**config.mk**
```make
export PLATFORM = sky130hd
export DESIGN_NAME = uart_rx_acc
export DESIGN_NICKNAME = d
export VERILOG_FILES = /design/src/rtl/uart_pkg.sv /design/src/rtl/uart_tick_gen.sv /design/src/rtl/uart_rx_acc.sv
export SDC_FILE = /design/constraint.sdc
export NUM_CORES = 1
export LEC_CHECK = 0
export ABC_AREA = 0
export BUFFER_PORTS_ARGS = -buffer_cell sky130_fd_sc_hd__buf_2
export CORE_UTILIZATION = 58
export CTS_CLUSTER_DIAMETER = 50
export DETAILED_ROUTE_END_ITERATION = 10
export GPL_ROUTABILITY_DRIVEN = 0
export HOLD_SLACK_MARGIN = 0.03
export PLACE_DENSITY = 0.79
export SYNTH_ARGS = -nofsm -noshare
export SYNTH_HDL_FRONTEND = slang
export SYNTH_SLANG_ARGS = --single-unit
```
**constraint.sdc**
```tcl
create_clock -name clk_i -period 1.8 [get_ports clk_i]
set_input_delay 0.09 -clock clk_i [delete_from_list [all_inputs] [get_ports clk_i]]
set_output_delay 0.09 -clock clk_i [all_outputs]
set_load 0.05 [all_outputs]
```
**src/rtl/uart_pkg.sv**
```systemverilog
// Shared types and constants for the oversampling UART receiver.
package uart_pkg;

    typedef enum logic [2:0] {
        IDLE    = 3'd0,
        START   = 3'd1,
        DATA    = 3'd2,
        PARITY  = 3'd3,
        STOP    = 3'd4,
        WAIT_HI = 3'd5
    } rx_state_t;

    localparam int OVERSAMPLE = 16;
    localparam int SCNT_W     = $clog2(OVERSAMPLE);
    localparam int START_MID  = 7;
    localparam int BIT_END    = 15;

endpackage

```
**src/rtl/uart_tick_gen.sv**
```systemverilog
// Phase-accumulator tick generator: one-cycle tick on each accumulator carry.
module uart_tick_gen #(
    parameter int ACC_SIZE = 12,
    parameter int FCW      = 59
) (
    input  logic clk_i,
    input  logic rst_ni,
    input  logic clr_i,
    output logic tick_o
);

    localparam logic [ACC_SIZE:0] FCW_EXT = (ACC_SIZE + 1)'(FCW);

    logic [ACC_SIZE:0] r_acc;

    // The carry is kept as a registered top bit and dropped on the next add.
    always_ff @(posedge clk_i or negedge rst_ni) begin
        if (!rst_ni) begin
            r_acc <= '0;
        end else if (clr_i) begin
            r_acc <= '0;
        end else begin
            r_acc <= {1'b0, r_acc[ACC_SIZE-1:0]} + FCW_EXT;
        end
    end

    assign tick_o = r_acc[ACC_SIZE];

endmodule

```
**src/rtl/uart_rx_acc.sv**
```systemverilog
// 16x oversampling UART receiver with valid/ready output and per-byte error flags.
module uart_rx_acc
    import uart_pkg::*;
#(
    parameter int ACC_SIZE   = 12,
    parameter int FCW        = 59,
    parameter int DATA_BITS  = 8,
    parameter int PARITY_EN  = 0,
    parameter int PARITY_ODD = 0
) (
    input  logic                 clk_i,
    input  logic                 rst_ni,
    input  logic                 rx_i,
    output logic [DATA_BITS-1:0] data_o,
    output logic                 valid_o,
    input  logic                 ready_i,
    output logic                 parity_err_o,
    output logic                 frame_err_o,
    output logic                 overrun_o
);

    localparam logic [SCNT_W-1:0] SCNT_MID  = SCNT_W'(START_MID);
    localparam logic [SCNT_W-1:0] SCNT_END  = SCNT_W'(BIT_END);
    localparam logic [3:0]        LAST_BIT  = 4'(DATA_BITS - 1);
    localparam logic              ODD_SEL   = 1'(PARITY_ODD);
    localparam logic              PAR_ON    = (PARITY_EN != 0);

    logic [1:0]           r_sync;
    logic                 w_rx_s;
    rx_state_t            r_state;
    rx_state_t            w_state_nxt;
    logic                 w_tick;
    logic                 w_clr;
    logic                 w_cnt_clr;
    logic                 w_shift;
    logic                 w_par_smp;
    logic                 w_stop_smp;
    logic [SCNT_W-1:0]    r_scnt;
    logic [3:0]           r_bcnt;
    logic [DATA_BITS-1:0] r_sreg;
    logic                 r_par_err;
    logic [DATA_BITS-1:0] r_data;
    logic                 r_valid;
    logic                 r_pe;
    logic                 r_fe;
    logic                 r_ovr;

    uart_tick_gen #(
        .ACC_SIZE (ACC_SIZE),
        .FCW      (FCW)
    ) u_tick_gen (
        .clk_i  (clk_i),
        .rst_ni (rst_ni),
        .clr_i  (w_clr),
        .tick_o (w_tick)
    );

    always_ff @(posedge clk_i or negedge rst_ni) begin
        if (!rst_ni) begin
            r_sync <= 2'b11;
        end else begin
            r_sync <= {r_sync[0], rx_i};
        end
    end

    assign w_rx_s = r_sync[1];

    always_ff @(posedge clk_i or negedge rst_ni) begin
        if (!rst_ni) begin
            r_state <= IDLE;
        end else begin
            r_state <= w_state_nxt;
        end
    end

    always_comb begin
        w_state_nxt = r_state;
        w_clr       = 1'b0;
        w_cnt_clr   = 1'b0;
        w_shift     = 1'b0;
        w_par_smp   = 1'b0;
        w_stop_smp  = 1'b0;
        case (r_state)
            IDLE: begin
                if (!w_rx_s) begin
                    w_clr       = 1'b1;
                    w_cnt_clr   = 1'b1;
                    w_state_nxt = START;
                end
            end
            START: begin
                // A start bit that is high again at its mid-point was a glitch.
                if (w_tick && r_scnt == SCNT_MID) begin
                    if (!w_rx_s) begin
                        w_cnt_clr   = 1'b1;
                        w_state_nxt = DATA;
                    end else begin
                        w_state_nxt = IDLE;
                    end
                end
            end
            DATA: begin
                if (w_tick && r_scnt == SCNT_END) begin
                    w_shift = 1'b1;
                    if (r_bcnt == LAST_BIT) begin
                        w_state_nxt = PAR_ON ? PARITY : STOP;
                    end
                end
            end
            PARITY: begin
                if (w_tick && r_scnt == SCNT_END) begin
                    w_par_smp   = 1'b1;
                    w_state_nxt = STOP;
                end
            end
            STOP: begin
                if (w_tick && r_scnt == SCNT_END) begin
                    w_stop_smp  = 1'b1;
                    w_state_nxt = w_rx_s ? IDLE : WAIT_HI;
                end
            end
            WAIT_HI: begin
                if (w_rx_s) begin
                    w_state_nxt = IDLE;
                end
            end
            default: w_state_nxt = IDLE;
        endcase
    end

    always_ff @(posedge clk_i or negedge rst_ni) begin
        if (!rst_ni) begin
            r_scnt    <= '0;
            r_bcnt    <= '0;
            r_par_err <= 1'b0;
        end else begin
            if (w_cnt_clr) begin
                r_scnt <= '0;
            end else if (w_tick) begin
                r_scnt <= r_scnt + 1'b1;
            end
            if (w_cnt_clr) begin
                r_bcnt <= '0;
            end else if (w_shift) begin
                r_bcnt <= r_bcnt + 1'b1;
            end
            if (w_cnt_clr) begin
                r_par_err <= 1'b0;
            end else if (w_par_smp) begin
                r_par_err <= ((^r_sreg) ^ w_rx_s) != ODD_SEL;
            end
        end
    end

    always_ff @(posedge clk_i) begin
        if (w_shift) begin
            r_sreg <= {w_rx_s, r_sreg[DATA_BITS-1:1]};
        end
    end

    // A load and an accept in the same cycle keep valid high with the new byte.
    always_ff @(posedge clk_i or negedge rst_ni) begin
        if (!rst_ni) begin
            r_data  <= '0;
            r_valid <= 1'b0;
            r_pe    <= 1'b0;
            r_fe    <= 1'b0;
            r_ovr   <= 1'b0;
        end else begin
            r_ovr <= 1'b0;
            if (w_stop_smp && (!r_valid || ready_i)) begin
                r_data  <= r_sreg;
                r_valid <= 1'b1;
                r_pe    <= PAR_ON && r_par_err;
                r_fe    <= !w_rx_s;
            end else begin
                if (w_stop_smp) begin
                    r_ovr <= 1'b1;
                end
                if (r_valid && ready_i) begin
                    r_valid <= 1'b0;
                end
            end
        end
    end

    assign data_o       = r_data;
    assign valid_o      = r_valid;
    assign parity_err_o = r_pe;
    assign frame_err_o  = r_fe;
    assign overrun_o    = r_ovr;

endmodule

```
Word level (Yosys, flattened, before mapping)
Cells that the tools add are included.
{ "word_totals": {"input_bits": 4, "word_cells": 66, "output_inout_bits": 12, "regBits": 45} }
{ "op_classes": {"n_reduce_logical": 12, "mux": 26, "n_addsub": 3, "eq_ne": 15} }
{ "ops": {"columns": ["operator", "count"], "rows": [
  ["3-bit 2-to-1 mux", 8],
  ["3-bit case mux with 6 select lines", 1],
  ["4-bit 2-to-1 mux", 4],
  ["2-bit inequality test (second input constant)", 7],
  ["12-bit by 6-bit adder with 13-bit output (second input constant)", 1],
  ["13-bit 2-to-1 mux", 1],
  ["1-bit 2-to-1 mux", 10],
  ["4-bit by 1-bit adder with 4-bit output (second input constant)", 2],
  ["4-bit by 3-bit == test with 1-bit output (second input constant)", 2],
  ["7-bit AND reduction", 1],
  ["3-bit by 2-bit == test with 1-bit output (second input constant)", 2],
  ["3-bit == test (second input constant)", 2],
  ["2-bit nonzero test", 3],
  ["4-bit == test (second input constant)", 1],
  ["1-bit logical AND", 4],
  ["3-bit by 1-bit == test with 1-bit output (second input constant)", 1],
  ["3-bit zero test", 1],
  ["1-bit zero test", 2],
  ["2-bit 2-to-1 mux", 1],
  ["1-bit case mux with 2 select lines", 1],
  ["1-bit logical OR", 1]
]} }

Longest topological paths before layout
Gate-level depths: netlist of run 1.
{ "depth": {"ltp_word": 6, "depth_mapped": 6, "depth_no_buf": 6} }

Cells and area by module
Synthesis of run 1 repeated with hierarchy kept, for this count alone.
{ "hier_totals": {"hier_cells": 169, "hier_area_um2": 2033.2} }
{ "modules_own_cells": {"columns": ["module", "instances", "cells_each", "seq_area_each_um2", "area_each_um2"], "rows": [
  ["uart_rx_acc", 1, 107, 843.3, 1400.1],
  ["uart_tick_gen", 1, 62, 325.3, 633.1]
]} }

Least setup slack after synthesis of run 1
OpenSTA, ideal clock, no wires.
{ "synth_timing": {"path_type": "register to register", "start": "reg r_scnt[0]", "end": "reg r_sreg[0], enable pin", "path_buffers": 1, "path_stages_with_launch": 6, "setup_time_ps": 324, "synth_period_minus_slack_ps": 1570, "t_arrival_ps": 1246, "setup_slack_ps": 230, "required_time_ps": 1476, "cell_sequence": "dfrtp_1 -> ha_1 -> and4_1 -> buf_4 -> nand3_1 -> inv_1"} }
{ "synth_between": {"elab_chain_cells": 4} }
{ "synth_rtl": {"columns": ["element", "line_no", "source"], "rows": [
  ["start: declaration", "uart_rx_acc.sv:38", "logic [SCNT_W-1:0] r_scnt;"],
  ["start signal: assignment", "uart_rx_acc.sv:140", "r_scnt <= r_scnt + 1'b1;"],
  ["4-bit == test", "uart_rx_acc.sv:103", "if (w_tick && r_scnt == SCNT_END) begin"],
  ["1-bit logical AND", "uart_rx_acc.sv:103", null],
  ["1-bit 2-to-1 mux", "uart_rx_acc.sv:103", null],
  ["1-bit 2-to-1 mux", "uart_rx_acc.sv:83", "case (r_state)"],
  ["via w_shift", "uart_rx_acc.sv:35", "logic w_shift;"],
  ["end signal: assignment", "uart_rx_acc.sv:157", "r_sreg <= {w_rx_s, r_sreg[DATA_BITS-1:1]};"],
  ["end: declaration", "uart_rx_acc.sv:40", "logic [DATA_BITS-1:0] r_sreg;"]
]} }
The timed path passes the listed nets, and every way through them passes these cells.
A chain may end at the register's enable or synchronous reset.

Worst setup path after layout of run 1
{ "layout_timing": {"start": "reg r_scnt[0]", "end": "reg r_state[0]"} }
{ "layout_between": {"elab_chain_cells": 4, "elab_cells_between_ends": 9, "classes_between": "eq/ne: 6; reduce/logical: 3"} }
{ "layout_rtl": {"columns": ["element", "line_no", "source"], "rows": [
  ["4-bit == test / 4-bit by 3-bit == test with 1-bit output (equally long branches)", null, null],
  ["1-bit logical AND, on equally long branches", null, null],
  ["2-bit inequality test (no line)", null, null],
  ["7-bit AND reduction (no line) (*)", null, null],
  ["end signal: assignment", "uart_rx_acc.sv:72", "r_state <= w_state_nxt;"],
  ["end: declaration", "uart_rx_acc.sv:30", "rx_state_t r_state;"]
]} }
Every way passes the cells marked *; elsewhere a longest branch is shown, timed or not.

==> qor.yml, run 1 <==
drc: 0
synthDistinctLibCells: 41
final-hold-violation-count: 0
die_area_um2: 3570
finClkSkew_ns: 0.00820
cts.clk_slew.worst_paths_ns: 0.13
routedWlPerCell_um: 12.9
diodes: 0
r2r_end: "r_state[0]"
worst_path_largest_cell_delay_ns: 0.42
clock_path_buffers: 2
crit_chain: "ha_1 -> and4_2 -> a211oi_1 -> or4_1 -> o311ai_1"
pre_cts_ws_ns: 0.0719
die_x_um: 59.8
cp_top_family: "simple AND/OR/NAND/NOR gates"
rsz0062_at_grt: "false"
cap_violations: 0
syn_area_um2: 1940
fmax_mhz: 608
slew_headroom_pct: 48.0
grt_max_degree: 38
synth_area_per_cell_um2: 12.0
rows: 20
dr.pass1.iters: 4
multi_input_comb_area_um2: 706
crit_path_top_delay_cell: "dfrtp_1"
yosysSeqAreaShare_pct: 60.3
maxSlewViolCount: 0
coreArea_um2: 3100
tightest_slew_ns: 0.780
crit_path_max_fanout: 7
setup_viol: 0
ys.flop_type: "dfrtp_1"
p_leak_uw: 0.00103
period_minus_slack_ns: 1.65
whs_endpoint: "overrun_o"
reg2reg_depth: 5
port-buffer-count: 14
crit_path_end_kind: "flop"
synth_top_area_cell: "dfrtp_1"
ys_ff_latch: 45
first_iter_violations: 39
ioPinCount: 16
synth_edf_count: 8
fin_nets: 188
fill_cells: 249
hp-start: "ready_i"
via_per_inst: 5.29
reg2reg_from: "r_scnt[0]"
critPathBufInv: 0
die_h_um: 59.8
fin_area_um2: 2130
clk_latency_ns: 0.37
cts_max_level: 2
layout_setup_ws_ns: 0.155
grt_pass1_wl_mm: 4.97
dr_total_vias: 1195
place_area_um2: 2050
regArea_um2: 1170
drt-total-wl_mm: 2.92
cts_buffers: 5
hold_class: "input port to flop"
fin_setup_tns_ns: 0
clockRootBuffer: "clkbuf_4"
cp.required_ns: 2.08
yosysWarnings: 0
fin_crit_sh_pct: 91.4
antenna_found_initial: 0
netlist_top_cells_count: "dfrtp_1, nor2_1, nand2_1, xnor2_1"
overflow: 0
netlist.area_leader.share_pct: 45.2
synthArstFlopShare_pct: 82.2
initial_core_util_pct: 62.4
crit_type: "flop to flop"
r2r_slack_ns: 0.15
holdPathStages: 3
syn_inst: 161
hpwl_mm: 2.05
area_growth_pct: 10.0
yosysMostFrequentCell: "dfrtp_1"
drive_above_1_share_pct: 23.6
power.density_nw_per_um2: 735
cts_sinks: 45
cts_tree: "done"
vdd_ir_drop_max_uv: 443
track_usage_pct: 19.5
arrival_ns: 1.92
cp-start-kind: "flop"
status: "completed"
grt_pass1_vias: 1124
antenna_left: 0
syn_nets: 168
synthTopCellsByArea: "dfrtp_1, edfxtp_1, nor2_1"
power_uw: 1570
worst min-delay path, delay by kind of cell:
| family | cells | cell delay (ns) |
|---|---|---|
| simple gates | 2 | 0.25 |
| buf+inv | 1 | 0.07 |
sequential cells by signal (all words and copies together) (netlist names):
| signal | flops |
|---|---|
| r_sync | 2 |
| r_state | 3 |
| overrun_o | 1 |
| r_sreg | 8 |
| frame_err_o | 1 |
| data_o | 8 |
| valid_o | 1 |
| u_tick_gen.r_acc | 13 |
| r_scnt | 4 |
| r_bcnt | 4 |
layer usage:
| metal | up-vias | track usage (%) | routed length (um) |
|---|---|---|---|
| met1 | 571 | 24.5 | 1360 |
| met3 | 4 | 4.55 | 116 |
| met2 | 27 | 31.4 | 1390 |
| met4 | 0 | 9.97 | 44 |
| met5 | - | 0 | 0 |
| li1 | 593 | - | - |
worst max path at each step:
stage | from | endpoint | slack (ns) | depth (start not counted)
6_report | r_scnt[0] | r_state[0] | 0.15 | 5
5_1_grt | r_scnt[0] | r_state[0] | 0.04 | 5
4_1_cts | r_scnt[0] | r_sreg[1] | 0.07 | 4
3_5_place_dp | r_scnt[0] | r_sreg[7] | 0.07 | 4
3_3_place_gp | r_scnt[0] | r_sreg[0] | 0.16 | 4
2_1_floorplan | r_scnt[0] | r_sreg[0] | 0.23 | 5
final cells by class:
| cell class | count | area share, % |
|---|---|---|
| sequential | 45 | 54.8 |
| clock buffer | 5 | 1.76 |
| timing repair buffer | 20 | 5.64 |
| multi-input combinational | 104 | 33.1 |
| clock inverter | 3 | 1.17 |
| tap | 44 | 2.58 |
| inverter | 5 | 0.881 |
where the power goes:
part	internal [uW]	switching, uW
clock	159	339
sequential	1040	2.63
combinational	6.57	21.7
cell families (layout without fill, tap and decap cells):
logic type      Yosys count  in the layout  synth area share (%)
compound gates           17             17                  6.07
mux                      10             10                  5.68
simple gates             58             58                  15.7
flops                    45             45                  60.3
buf+inv                  12             33                  3.29
xor+xnor                 15             15                  6.78
fa+ha+maj                 3              3                  1.94
other cells               1              1                 0.194
per-stage QoR:
stage | util, % | instances | hold slack, ns
2_1_floorplan | - | 161 | -0.206
3_3_place_gp | 66.0 | 216 | 0.197
3_5_place_dp | 66.0 | 216 | 0.205
4_1_cts | 68.6 | 226 | 0.0492
5_1_grt | 68.7 | 226 | 0.0822
6_report | 68.7 | 226 | 0.0604
what timing repair did:
| action | 4_1_cts | 5_1_grt |
|---|---|---|
| hold buffers | 2 | 0 |
| setup buffers | 0 | 0 |
| endpoints found under the hold margin | 36 | 0 |
| setup endpoints to repair | 0 | 10 |
| gates resized for setup | 0 | 2 |
layout by cell type, fill, tap and decap left out, types with 2 or more instances in the layout:
cell type,Yosys,final
buf_2,3,14
nor2_1,26,26
dfstp_2,2,2
ha_1,3,3
a211oi_1,4,4
nand4_1,2,2
nand3_1,5,5
a21oi_1,3,3
buf_4,2,4
xnor2_1,9,9
xor2_1,6,6
o21ai_0,2,2
mux2_2,8,8
nand2_1,10,10
nor3_1,2,2
dfrtp_1,35,35
nand2b_1,3,3
clkbuf_4,0,5
dlygate4sd3_1,0,2
mux2i_1,2,2
edfxtp_1,8,8
inv_1,5,4
Note: power is estimated with default switching activity, not from simulation.
==> inputs of run 2 (changes only) <==
Settings changed: SETUP_SLACK_MARGIN set to 0.5.
==> qor.yml, run 2 (same netlist as run 1, synthesis figures left out) <==
maxSlewViolCount: 0  # unchanged
dr.pass1.iters: 4  # unchanged
die_h_um: 59.8  # unchanged
crit_path_top_delay_cell: "dfrtp_1"  # unchanged
pre_cts_ws_ns: 0.0798  # was 0.0719 ns
clk_latency_ns: 0.37  # about the same
grt_max_degree: 38  # unchanged
power_frac_clock_pct: 32.6  # was 31.8%
initial_core_util_pct: 62.4  # unchanged
drt-total-wl_mm: 4.58  # was 2.92 mm
cap_violations: 0  # unchanged
crit_path_max_fanout: 3  # was 7
crit_chain: "ha_1 -> and4b_1 -> a211oi_1 -> or4_1 -> o311ai_2"  # was ha_1 -> and4_2 -> a211oi_1 -> or4_1 -> o311ai_1
status: "completed"  # unchanged
drive_above_1_share_pct: 53.1  # was 23.6%
hold_class: "input port to flop"  # unchanged
fin_nets: 213  # was 188
cts_sinks: 45  # unchanged
coreArea_um2: 3100  # unchanged
tightest_slew_ns: 0.819  # was 0.780 ns
crit_path_end_kind: "flop"  # unchanged
cp-start-kind: "flop"  # unchanged
first_iter_violations: 113  # was 39
fin_setup_tns_ns: 0  # unchanged
die_x_um: 59.8  # unchanged
via_per_inst: 5.73  # was 5.29
grt_pass1_wl_mm: 6.11  # was 4.97 mm
switching_share_pct: 24.3  # was 23.2%
cts_buffers: 5  # unchanged
clockRootBuffer: "clkbuf_4"  # unchanged
diodes: 0  # unchanged
setup_viol: 0  # unchanged
rsz0062_at_grt: "true"  # was false
crit_type: "flop to flop"  # unchanged
cts_tree: "done"  # unchanged
cp.required_ns: 2.07  # was 2.08 ns
area_growth_pct: 36.2  # was 10.0%
power_switching_uw: 386  # was 363 uW
hpwl_mm: 2.23  # was 2.05 mm
ioPinCount: 16  # unchanged
grt_pass1_vias: 1345  # was 1124
overflow: 0  # unchanged
fill_cells: 170  # was 249
antenna_left: 0  # unchanged
final_common_cell: "dfrtp_1"  # unchanged
routedWlPerCell_um: 18.2  # was 12.9 um
fin_crit_sh_pct: 90.0  # was 91.4%
dr_total_vias: 1439  # was 1195
die_area_um2: 3570  # unchanged
track_usage_pct: 23.8  # was 19.5%
cts_max_level: 2  # unchanged
slew_headroom_pct: 45.4  # was 48.0%
p_int_uw: 1200  # about the same
period_minus_slack_ns: 1.62  # was 1.65 ns
drc: 0  # unchanged
worst_path_largest_cell_delay_ns: 0.42  # about the same
final_cell_mix: "dfrtp_1, buf_4, nor2_1, buf_2"  # was dfrtp_1, nor2_1, buf_2
final-hold-violation-count: 0  # unchanged
largest-register: "u_tick_gen.r_acc"  # unchanged
layout_setup_ws_ns: 0.181  # was 0.155 ns
cts.clk_slew.worst_paths_ns: 0.14  # was 0.13 ns
fmax_mhz: 618  # was 608 MHz
largest_reg_flops: 13  # unchanged
p_leak_uw: 0.00125  # was 0.00103 uW
rows: 20  # unchanged
finClkSkew_ns: 0.0105  # was 0.00820 ns
combPwrFrac_pct: 1.9  # was 1.8%
vdd_ir_drop_max_uv: 572  # was 443 uV
fin_hold_ws_ns: 0.193  # was 0.0604 ns
clock_path_buffers: 2  # unchanged
power.share.sequential_pct: 65.5  # was 66.4%
antenna_found_initial: 0  # unchanged
power.density_nw_per_um2: 603  # was 735 nW/um2
port-buffer-count: 14  # unchanged
arrival_ns: 1.89  # was 1.92 ns
run 2: changes by cell type in the layout (fill, tap and decap cells not counted), moves of 5 or more:
cell / change
buf_4: +17
buf_6: +5
dfrtp_1: -5
dfrtp_2: +5
nor2_1: -11
nor2_2: +5
nor2_4: +6
run 2: path summary, 6_finish.rpt:
| path | endpoint | cells past startpoint | slack (ns) | from |
|---|---|---|---|---|
| min reg2reg | r_sync[1] | 0 | 0.38 | r_sync[0] |
| max in group asynchronous | u_tick_gen.r_acc[3] | 2 | 0.90 | rst_ni |
| min in group asynchronous | r_bcnt[2] | 2 | 0.33 | rst_ni |
| max | r_state[0] | 5 | 0.18 | r_bcnt[0] |
| min | overrun_o | 3 | 0.19 | ready_i |
| max reg2reg | r_state[0] | 5 | 0.18 | r_bcnt[0] |
run 2: routing by layer:
layer	share of wire, %	up-vias	routed length (um)	track usage (%)
li1	-	645	-	-
met1	39	724	1800	30.6
met2	54	56	2470	38.7
met3	3.9	14	180	5.19
met4	2.6	0	121	10.3
met5	0	-	0	0
run 2: worst max-delay path, delay by kind of cell (launching register included):
| family | cells | cell delay [ns] |
|---|---|---|
| flops | 1 | 0.42 |
| fa+ha+maj | 1 | 0.22 |
| compound gates | 2 | 0.20 |
| simple gates | 2 | 0.68 |
run 2: through the flow:
step,power (uW),cell area [um2],cells,util [%]
after floorplan,1070,1960,161,-
after global placement,1090,2050,214,66.1
after detailed placement,1090,2050,214,66.1
after CTS,1590,2280,234,73.4
after global routing,1650,2640,251,85.0
final,1590,2640,251,85.0
run 2: power groups by stage:
stage	registers, uW	clock network (uW)	logic, uW
2_1_floorplan	1060	0	8.76
4_1_cts	1040	518	29.6
3_3_place_gp	1060	0	25.8
6_report	1040	518	29.5
5_1_grt	1040	575	34.2
3_5_place_dp	1060	0	26.4
run 2: final cells by class:
| class | instances | area (um2) | area share [%] |
|---|---|---|---|
| Sequential cell | 45 | 1170 | 44.5 |
| Clock buffer | 5 | 37.5 | 1.42 |
| Clock inverter | 3 | 25.0 | 0.949 |
| Timing Repair Buffer | 44 | 329 | 12.5 |
| Inverter | 5 | 23.8 | 0.901 |
| Tap cell | 44 | 55.1 | 2.09 |
| Multi-Input combinational cell | 105 | 992 | 37.6 |
run 2: what timing repair did:
item | 4_1_cts | 5_1_grt
gates cloned | 1 | 2
endpoints found under the setup margin | 41 | 42
pin swaps | 7 | 25
hold endpoints to repair | 36 | 0
hold buffers | 2 | 0
resized for setup | 11 | 57
setup buffers | 9 | 15
==> inputs of run 3 (changes only) <==
Settings changed: CORE_MARGIN set to 5, CORE_UTILIZATION 58 to 35, PLACE_DENSITY 0.79 to 0.52.
==> qor.yml, run 3 (same netlist as run 1, synthesis figures left out) <==
overflow: 0  # unchanged
crit_path_end_kind: "flop"  # unchanged
p_leak_uw: 0.00111  # was 0.00125 uW
die_area_um2: 7120  # was 3570 um2
drt-total-wl_mm: 3.43  # was 4.58 mm
grt_pass1_vias: 1364  # was 1345
cp.required_ns: 2.00  # was 2.07 ns
cts_tree: "done"  # unchanged
drc: 0  # unchanged
cp-start-kind: "flop"  # unchanged
dr.pass1.iters: 4  # unchanged
final_common_cell: "dfrtp_1"  # unchanged
arrival_ns: 1.70  # was 1.89 ns
diodes: 0  # unchanged
power_uw: 1720  # was 1590 uW
die_h_um: 84.4  # was 59.8 um
crit_path_max_fanout: 3  # unchanged
clockRootBuffer: "clkbuf_8"  # was clkbuf_4
power.density_nw_per_um2: 721  # was 603 nW/um2
finClkSkew_ns: 0.00357  # was 0.0105 ns
fin_hold_ws_ns: 0.150  # was 0.193 ns
fin_nets: 198  # was 213
fmax_mhz: 670  # was 618 MHz
dr_total_vias: 1264  # was 1439
port-buffer-count: 14  # unchanged
cap_violations: 0  # unchanged
setup_viol: 0  # unchanged
worst_path_largest_cell_delay_ns: 0.42  # about the same
vdd_ir_drop_max_uv: 261  # was 572 uV
crit_chain: "ha_1 -> and4b_1 -> a211oi_2 -> or4_4 -> o311ai_2"  # was ha_1 -> and4b_1 -> a211oi_1 -> or4_1 -> o311ai_2
cp_top_family: "simple AND/OR/NAND/NOR gates"  # unchanged
area_growth_pct: 22.9  # was 36.2%
coreArea_um2: 5440  # was 3100 um2
rsz0062_at_grt: "true"  # unchanged
status: "completed"  # unchanged
largest-register: "u_tick_gen.r_acc"  # unchanged
place_area_um2: 2090  # was 2050 um2
tightest_slew_ns: 0.845  # was 0.819 ns
grt_pass1_wl_mm: 6.06  # was 6.11 mm
maxSlewViolCount: 0  # unchanged
crit_path_top_delay_cell: "or4_4"  # was dfrtp_1
fin_setup_tns_ns: 0  # unchanged
first_iter_violations: 34  # was 113
antenna_found_initial: 0  # unchanged
largest_reg_flops: 13  # unchanged
grt_max_degree: 38  # unchanged
critPathBufInv: 0  # unchanged
final_cell_mix: "dfrtp_1, nor2_1, buf_2, buf_4, nand2_1"  # was dfrtp_1, buf_4, nor2_1, buf_2
cts_sinks: 45  # unchanged
die_x_um: 84.4  # was 59.8 um
ioPinCount: 16  # unchanged
via_per_inst: 4.79  # was 5.73
hpwl_mm: 2.32  # was 2.23 mm
cts_buffers: 5  # unchanged
hold_class: "input port to flop"  # unchanged
cts_max_level: 2  # unchanged
fin_crit_sh_pct: 83.0  # was 90.0%
clk_latency_ns: 0.30  # was 0.37 ns
drive_above_1_share_pct: 36.5  # was 53.1%
track_usage_pct: 10.5  # was 23.8%
crit_type: "flop to flop"  # unchanged
cts.clk_slew.worst_paths_ns: 0.09  # was 0.14 ns
rows: 27  # was 20
slew_headroom_pct: 43.6  # was 45.4%
antenna_left: 0  # unchanged
final-hold-violation-count: 0  # unchanged
fin_area_um2: 2380  # was 2640 um2
routedWlPerCell_um: 13.0  # was 18.2 um
clock_path_buffers: 2  # unchanged
period_minus_slack_ns: 1.49  # was 1.62 ns
initial_core_util_pct: 35.6  # was 62.4%
==> run 3: cell types whose count changed in the layout (fill, tap and decap cells not counted), sizes merged <==
cell,delta
clkinv,-1
nand4,-1
buf,-14
inv,+1
==> run 3: power breakdown <==
| part | total (uW) | switching, uW | internal (uW) |
|---|---|---|---|
| Sequential | 1040 | 2.98 | 1040 |
| Combinational | 29.9 | 23.3 | 6.55 |
| Clock | 646 | 363 | 283 |
| Total | 1720 | 389 | 1330 |
==> run 3: timing repair <==
| item | CTS | global route |
|---|---|---|
| setup endpoints to repair | 39 | 41 |
| hold buffers | 2 | 0 |
| pin swaps | 6 | 0 |
| gates cloned | 0 | 0 |
| setup buffers | 8 | 3 |
| gates resized for setup | 16 | 7 |
| hold endpoints to repair | 36 | 0 |
==> run 3: final cells by class <==
type | count | area, um2
Clock buffer | 5 | 68.8
Clock inverter | 3 | 25.0
Fill cell | 503 | 3060
Inverter | 5 | 23.8
Multi-Input combinational cell | 104 | 806
Sequential cell | 45 | 1170
Tap cell | 72 | 90.1
Timing Repair Buffer | 30 | 195
==> run 3: final timing paths <==
path / end / cells past startpoint / slack, ns / startpoint
max in group asynchronous: r_state[1] / 2 / 0.79 / rst_ni
setup / recovery: r_state[0] / 5 / 0.31 / r_bcnt[0]
hold reg to reg: r_sync[1] / 0 / 0.36 / r_sync[0]
min in group asynchronous: r_bcnt[0] / 2 / 0.43 / rst_ni
hold / removal: overrun_o / 3 / 0.15 / ready_i
setup reg to reg: r_state[0] / 5 / 0.31 / r_bcnt[0]
==> run 3: layer usage <==
| layer | vias to the layer above | wire length, um | global-route usage (%) |
|---|---|---|---|
| li1 | 605 | - | - |
| met1 | 622 | 1480 | 12.0 |
| met2 | 31 | 1730 | 18.2 |
| met3 | 6 | 186 | 3.53 |
| met4 | 0 | 29 | 3.60 |
| met5 | - | 0 | 0 |
==> run 3: worst reg2reg max path, stage by stage (launching register included) <==
cell      delay, ns
dfrtp_1        0.38
ha_1           0.18
and4b_1        0.25
a211oi_2       0.08
or4_4          0.42
o311ai_2       0.08
==> run 3: through the flow <==
stage | util [%] | cells | setup WS, ns
floorplan | - | 161 | 0.314
global placement | 38.5 | 243 | 0.180
detailed placement | 38.5 | 243 | 0.107
CTS | 42.9 | 261 | 0.295
global route | 43.8 | 264 | 0.242
finish | 43.8 | 264 | 0.307
